<file path="src/rtl/seg_serial_rx.sv">
// Receiving end of the serial display/LED shift link: synchronizes the pins, shifts bits in MSB
// first and publishes each correctly sized frame on the rising edge of the latch enable.
module seg_serial_rx #(
    parameter int unsigned FRAME_BITS  = 64,
    parameter int unsigned SYNC_STAGES = 2
) (
    input  logic                          clk,
    input  logic                          rst,
    input  logic                          ser_clk,
    input  logic                          ser_dat,
    input  logic                          ser_pen,
    input  logic                          ser_clrn,
    input  logic                          frame_ack,
    output logic [FRAME_BITS-1:0]         frame_data,
    output logic                          frame_valid,
    output logic                          frame_err,
    output logic                          overrun,
    output logic [$clog2(FRAME_BITS):0]   bit_cnt
);

    localparam int unsigned CW = $clog2(FRAME_BITS) + 1;
    localparam logic [CW-1:0] CntFull = CW'(FRAME_BITS);
    localparam logic [CW-1:0] CntSat  = CW'(FRAME_BITS + 1);
    // Pin order {clrn, pen, dat, clk}; idle values keep reset from looking like an edge or clear.
    localparam logic [3:0] PinIdle = 4'b1100;

    typedef enum logic [1:0] {StIdle, StShift, StLatch} state_e;

    state_e                         state_q;
    logic [SYNC_STAGES-1:0][3:0]    sync_q;
    logic [1:0]                     hist_q;   // {pen, clk}
    logic [FRAME_BITS-1:0]          shift_q;

    logic [3:0] pins_s;
    logic       clk_rise;
    logic       pen_rise;
    logic       shift_ev;
    logic       clr_act;

    assign pins_s   = sync_q[SYNC_STAGES-1];
    assign clk_rise = pins_s[0] & ~hist_q[0];
    assign pen_rise = pins_s[2] & ~hist_q[1];
    assign shift_ev = clk_rise & ~pins_s[2];
    assign clr_act  = ~pins_s[3];

    always_ff @(posedge clk) begin
        if (rst) begin
            sync_q      <= {SYNC_STAGES{PinIdle}};
            hist_q      <= 2'b10;
            state_q     <= StIdle;
            shift_q     <= '0;
            bit_cnt     <= '0;
            frame_data  <= '0;
            frame_valid <= 1'b0;
            frame_err   <= 1'b0;
            overrun     <= 1'b0;
        end else begin
            sync_q <= {sync_q[SYNC_STAGES-2:0], {ser_clrn, ser_pen, ser_dat, ser_clk}};
            hist_q <= {pins_s[2], pins_s[0]};

            // A latch below in the same cycle re-asserts valid, overriding the ack.
            if (frame_ack && frame_valid) begin
                frame_valid <= 1'b0;
            end

            if (clr_act) begin
                shift_q <= '0;
                bit_cnt <= '0;
                state_q <= StIdle;
            end else begin
                unique case (state_q)
                    StIdle: begin
                        if (shift_ev) begin
                            shift_q <= {shift_q[FRAME_BITS-2:0], pins_s[1]};
                            bit_cnt <= CW'(1);
                            state_q <= StShift;
                        end
                    end
                    StShift: begin
                        if (pen_rise) begin
                            state_q <= StLatch;
                        end else if (shift_ev) begin
                            shift_q <= {shift_q[FRAME_BITS-2:0], pins_s[1]};
                            if (bit_cnt != CntSat) begin
                                bit_cnt <= bit_cnt + CW'(1);
                            end
                        end
                    end
                    StLatch: begin
                        if (bit_cnt == CntFull) begin
                            frame_data  <= shift_q;
                            frame_valid <= 1'b1;
                            if (frame_valid && !frame_ack) begin
                                overrun <= 1'b1;
                            end
                        end else begin
                            frame_err <= 1'b1;
                        end
                        shift_q <= '0;
                        bit_cnt <= '0;
                        state_q <= StIdle;
                    end
                    default: state_q <= StIdle;
                endcase
            end
        end
    end

endmodule
</file>
<file path="config.mk">
export PLATFORM = sky130hd
export DESIGN_NAME = seg_serial_rx
export DESIGN_NICKNAME = d
export VERILOG_FILES = /design/src/rtl/seg_serial_rx.sv
export SDC_FILE = /design/constraint.sdc
export NUM_CORES = 1
export LEC_CHECK = 0
export CELL_PAD_IN_SITES_DETAIL_PLACEMENT = 0
export CELL_PAD_IN_SITES_GLOBAL_PLACEMENT = 1
export CORE_MARGIN = 8
export CORE_UTILIZATION = 43
export CTS_BUF_LIST = sky130_fd_sc_hd__clkbuf_8 sky130_fd_sc_hd__clkbuf_16
export CTS_CLUSTER_DIAMETER = 30
export DETAILED_ROUTE_END_ITERATION = 10
export PLACE_DENSITY = 0.83
export SLEW_MARGIN = 15
export SYNTH_ARGS = -nofsm -noshare
export SYNTH_HDL_FRONTEND = slang
export SYNTH_SLANG_ARGS = --single-unit
</file>
<file path="constraint.sdc">
create_clock -name clk -period 3 [get_ports clk]
set_clock_uncertainty 0.05 [all_clocks]
set_input_delay 0.75 -clock clk [delete_from_list [all_inputs] [get_ports clk]]
set_output_delay 0.75 -clock clk [all_outputs]
set_load 0.05 [all_outputs]
</file>
Yosys cells after proc, flatten, opt, wreduce, memory -nomap -nowiden
Index checks and enable logic that the tools add are counted.
{ "op_classes": {"add_sub_neg": 1, "multipliers": 0, "div": 0, "n_lt_le_gt_ge": 0, "n_eq_ne": 9, "shift": 0, "mux": 15, "n_bitwise": 8, "reduce_logical": 12} }
{ "ops": {"columns": ["operator", "n"], "rows": [
  ["case mux 64 bit (3 select lines)", 1],
  ["two-way mux 64 bit", 2],
  ["two-way mux 7 bit", 4],
  ["case mux 7 bit (3 select lines)", 1],
  ["inequality test 2 bit (second input constant)", 5],
  ["adder 7 x 1 -> 7 bit (second input constant)", 1],
  ["== test 7 bit (second input constant)", 1],
  ["inequality test 7 bit (second input constant)", 1],
  ["AND reduction 3 bit", 2],
  ["inverter 1 bit", 5],
  ["AND reduction 5 bit", 1],
  ["two-way mux 1 bit", 4],
  ["two-way mux 2 bit", 2],
  ["case mux 2 bit (2 select lines)", 1],
  ["AND reduction 2 bit", 2],
  ["AND reduction 4 bit", 1],
  ["AND 1 bit", 3],
  ["nonzero test 3 bit", 1],
  ["== test 2 x 1 -> 1 bit (second input constant)", 1],
  ["== test 2 bit (second input constant)", 1],
  ["logical AND 1 bit", 2],
  ["logical NOT 2 bit", 1],
  ["OR reduction 2 bit", 1],
  ["logical NOT 1 bit", 1]
]} }
{ "word_totals": {"regBits": 150, "latchBits": 0, "ram_bits": 0, "romBits": 0, "in_bits": 7, "output_inout_bits": 74, "mem_count": 0} }

Longest topological paths before layout
{ "depth": {"ltp_word": 6, "ltp_mapped": 8, "ltp_nobuf": 6} }

Least setup slack after synthesis
No wires, ideal clock.
{ "synth_path": {"kind": "in2reg", "from": "input port rst", "to": "register shift_q[24]", "t_arrival_ns": 1.867, "required_time_ns": 2.818, "setup_slack_ns": 0.951, "stages": 6, "path_cell_list": "clkbuf_1 nand2b_1 clkbuf_1 clkbuf_1 clkbuf_1 a21oi_1"} }
{ "synth_between": {"elab_chain_len": 1} }
{ "synth_lines": {"columns": ["item", "line_no", "text"], "rows": [
  ["start, declared", "8", "input logic rst,"],
  ["OR reduction 2 bit (no source line)", null, null],
  ["end signal, assigned", "74", "shift_q <= {shift_q[FRAME_BITS-2:0], pins_s[1]};"],
  ["end signal, assigned", "83", "shift_q <= {shift_q[FRAME_BITS-2:0], pins_s[1]};"],
  ["end, declared", "32", "logic [FRAME_BITS-1:0] shift_q;"]
]} }
Every way passes these cells.
A chain may end at the register's enable or synchronous reset.

Final worst setup path
{ "layout_path": {"from": "register bit_cnt[4]", "to": "output port bit_cnt[4]"} }
{ "layout_rtl": {"columns": ["item", "line_no", "text"], "rows": [
  ["start, declared", "18", "output logic [$clog2(FRAME_BITS):0] bit_cnt"],
  ["start signal, assigned", "85", "bit_cnt <= bit_cnt + CW'(1);"]
]} }
No word-level cell between the ends.

==> impl.org <==
** Layout
- Share of cells above drive strength 1 :: 0.126
- The number of antenna diodes in the final layout is 0.
- Sequential cell area in the final layout :: 3000 um^2
- Final #Nets :: 747
- The multi-input combinational cells in the finished layout cover a total of between 2000 and 2500 um^2.
- After routing the design area is just over 7000 um^2.
- The filler cells instantiated in the layout total 1205.
- Layout Area Growth over Synthesis :: 24.6%

** Floorplanning
- During I/O placement, the number of pins put on the boundary was 81.
- Area of the die :: 17200 um^2
- Chip Height :: between 100 and 150 um
- The total area inside the core boundary comes to 13100 um^2.
- For this configuration, the core starts out at a cell density of 0.437.
- In this run the horizontal extent of the chip is 131 um.
- Count of standard-cell rows :: 42

** Clock network
- Maximum clock insertion buffer count :: 2
- Clk sink count :: 150
- In this run the post-CTS setup repair buffer count came out at 0.
- Clk_lat worst skew :: 0.41 ns
- Total CTS buffers :: 17
- TritonCTS built the clock tree.
- Buffer cell driving the clock tree root :: sky130_fd_sc_hd__clkbuf_16
- Number of gates given a new drive strength after cts :: 0
- The H-tree was split into 4 levels.
- The number of hold buffers added after CTS was 0.
- Clock-pin transition on the worst setup and hold timing paths :: 0.05 ns

** Global routing
- Largest net degree at the start of global routing :: 67
- Congestion Overflow GR :: 0
- Across every metal layer, demand over resource in global routing totals 0.151.
- The first global-routing pass estimated approximately 22 mm of wire.
- The number of global-route vias before repair is 4458.
- Antenna violations before repair :: 0

** Yosys
- Count of synthesis-stage warnings from yosys :: 0
- Most common flop cell mapped by yosys :: sky130_fd_sc_hd__dfxtp_1
- For this run, the register share of the synthesized area comes to 0.526.
- Count of flip-flops with a built-in enable after synthesis :: 0
- Synthesis instantiated 42 different standard cells from the library.
- Ranked by total cell area, the synthesized netlist is headed by sky130_fd_sc_hd__dfxtp_1 (53%), sky130_fd_sc_hd__nand2_1 (13%), sky130_fd_sc_hd__a21oi_1 (8.9%).
- Area fraction of the dominant cell type after synthesis :: 0.526
- Synthesis inferred 150 register bits.
- In the synthesized netlist, the cells that appear most often are sky130_fd_sc_hd__nand2_1 (200), sky130_fd_sc_hd__dfxtp_1 (150), sky130_fd_sc_hd__a21oi_1 (102).
- Cell count after synthesis :: around 680
- Proportion of synthesized flip-flops having asynchronous set or reset :: 0
- Post-synth net total :: 691
- Most common cell in the synthesized netlist :: sky130_fd_sc_hd__nand2_1
- Mean area per synthesized cell :: 8.44 um^2
- Cell type with the highest aggregate area in the netlist :: sky130_fd_sc_hd__dfxtp_1
- The synthesized netlist occupies a cell area of around 5700 um^2.

** STA
- At the pin with the least slew margin, the transition time is roughly 0.70 ns.
- Fin Setup TNS :: 0 ns
- Setup repair after global routing left no endpoint under its margin.
- Static timing analysis puts the maximum clock frequency at between 300 and 400 MHz.
- Setup violations remaining at the end of the flow were counted as 0.
- The worst path needs about 2.6 ns of the cycle, external delays included.
- Number of hold violations in the final report :: 0
- Final worst-path cycle share :: 0.857
- Final count of pins violating max slew :: 0
- Worst relative slew slack :: 0.533

** Critical path
- CP Buf/Inv Count :: 1
- For this design, the slowest cell found on the critical path is sky130_fd_sc_hd__clkdlybuf4s50_1.
- Critical path arrival :: 1.77 ns
- The critical path in this run is classified as reg2out.
- Required time worst endpoint :: roughly 2.2 ns
- Maximum single-stage delay on the critical path :: 0.87 ns
- The signal on the critical path passes through clkdlybuf4s50_1.
- In this run the register-to-register setup slack is 0.63 ns.
- Element type at the critical path end :: output port
- Grouping stages by cell kind, the critical path spends the most delay in buffers and inverters.
- Worst Path Max Fanout :: 8
- Kind of start point of the critical path :: flop

** Pwr
- Maximum vdd ir drop :: 0.000317 V
- Reg power frac :: 0.490
- The share of total power dissipated in the clock network is 0.493.
- Of the total power, combinational logic draws 0.017.
- Summed over all cells, the static leakage comes to between 2 and 2.5 nW.
- Of the total power, the share spent switching nets is 0.213.
- Switching power :: 0.000869 W
- Power density relative to cell area :: 574 nW/um^2
- Internal power comes to 0.00322 W.

** Placement
- Total half-perimeter wirelength after legalization and detailed placement :: 7.94 mm
- The congestion estimate from routability-driven global placement came to between 0.7 and 0.8.
- Area of placed instances :: 6550 um^2
- Port-buffer cells :: 80

** Min path
- In this run the worst hold path is classified as reg2reg.

** Route
- Average via count per standard cell :: 5.10
- The routed design has 13.1 mm of wire.
- Topmost layer with routed signal wires :: met4
- In the detailed route, the total length drawn on met3 is between 800 and 900 um.
- The first detailed-routing pass took 5 iterations.
- For this block, the initial DRC count from the detailed router was approximately 360.
- Wire segments on met2 add up to approximately 6.0 mm in the final route.
- Average wire length per cell after detail routing :: around 14 um
- Remaining number of nets flagged by the antenna check after routing :: 0
- Routed length on met1 :: 6.07 mm
- Via count :: 4705
- Number of remaining DRC errors :: 0

** Flow run
- Maxcap violations :: 0

** Status
- Status :: finished, final reports clean
-- cell families (layout without fill, tap and decap cells) --
| kind of cell | Yosys count | after routing | synth area share |
|---|---|---|---|
| AO/OA/AOI/OAI | 156 | 156 | 0.170 |
| adder cells (fa/ha/maj) | 7 | 7 | 0.0153 |
| buffers and inverters | 60 | 129 | 0.0524 |
| flip-flops | 150 | 150 | 0.526 |
| multiplexers | 2 | 2 | 0.00372 |
| AND/OR/NAND/NOR | 302 | 302 | 0.233 |
-- final cells by class --
| class | count | area share |
|---|---|---|
| Timing Repair Buffer | 90 | 0.124 |
| Clock inverter | 12 | 0.0142 |
| Tap cell | 176 | 0.0309 |
| Multi-Input combinational cell | 467 | 0.339 |
| Inverter | 7 | 0.00369 |
| Clock buffer | 20 | 0.0656 |
| Sequential cell | 150 | 0.422 |
-- registers in the layout, indices dropped and copies added (netlist names) --
name         cells
frame_valid      1
sync_q           4
bit_cnt          7
hist_q           2
overrun          1
state_q          2
pins_s           4
frame_data      64
shift_q         64
frame_err        1
-- metal layers --
layer / up-vias / global-route usage
met3: 7 / 0.0606
li1: 2376 / -
met1: 2226 / 0.187
met4: 0 / 0.0459
met5: - / 0
met2: 96 / 0.236
-- path summary, 6_finish.rpt --
path | from | end | depth (start not counted)
max reg2reg | bit_cnt[2] | frame_data[35] | 5
min | sync_q[3] | pins_s[3] | 1
max | bit_cnt[4] | bit_cnt[4] | 1
min reg2reg | sync_q[3] | pins_s[3] | 1
-- layout by cell type, fill, tap and decap left out, types with 2 or more instances in the layout --
cell type | Yosys | layout
sky130_fd_sc_hd__a211oi_1 | 2 | 2
sky130_fd_sc_hd__a21oi_1 | 102 | 102
sky130_fd_sc_hd__a21oi_2 | 33 | 33
sky130_fd_sc_hd__a31oi_1 | 6 | 6
sky130_fd_sc_hd__a41oi_1 | 2 | 2
sky130_fd_sc_hd__and3_1 | 2 | 2
sky130_fd_sc_hd__buf_4 | 0 | 10
sky130_fd_sc_hd__clkbuf_16 | 0 | 17
sky130_fd_sc_hd__clkbuf_8 | 0 | 3
sky130_fd_sc_hd__clkdlybuf4s50_1 | 0 | 79
sky130_fd_sc_hd__clkinv_2 | 0 | 6
sky130_fd_sc_hd__clkinvlp_4 | 0 | 2
sky130_fd_sc_hd__dfxtp_1 | 150 | 150
sky130_fd_sc_hd__ha_1 | 7 | 7
sky130_fd_sc_hd__inv_1 | 7 | 6
sky130_fd_sc_hd__inv_6 | 0 | 2
sky130_fd_sc_hd__nand2_1 | 200 | 200
sky130_fd_sc_hd__nand2b_1 | 5 | 4
sky130_fd_sc_hd__nand3_1 | 67 | 67
sky130_fd_sc_hd__nor2_1 | 4 | 4
sky130_fd_sc_hd__nor2b_1 | 7 | 7
sky130_fd_sc_hd__or2_2 | 8 | 8
-- stage by stage --
stage	hold WS, ns	total power [W]	instances	util	setup WS, ns
2_1_floorplan	0.339	0.00209	677	-	0.951
3_3_place_gp	0.348	0.00211	890	0.500	0.716
3_5_place_dp	0.348	0.00212	890	0.500	0.643
4_1_cts	0.361	0.00413	922	0.544	0.416
5_1_grt	0.374	0.00423	922	0.544	0.360
6_report	0.358	0.00409	922	0.544	0.428
-- power by group through the flow --
stage	Combinational [W]	Clock, W	Sequential, W
floorplan	0.0000495	0	0.00204
global placement	0.0000691	0	0.00205
detailed placement	0.0000698	0	0.00205
CTS	0.0000704	0.00206	0.00200
global route	0.0000760	0.00215	0.00200
finish	0.0000696	0.00202	0.00200
Note: power is estimated with default switching activity, not from simulation.
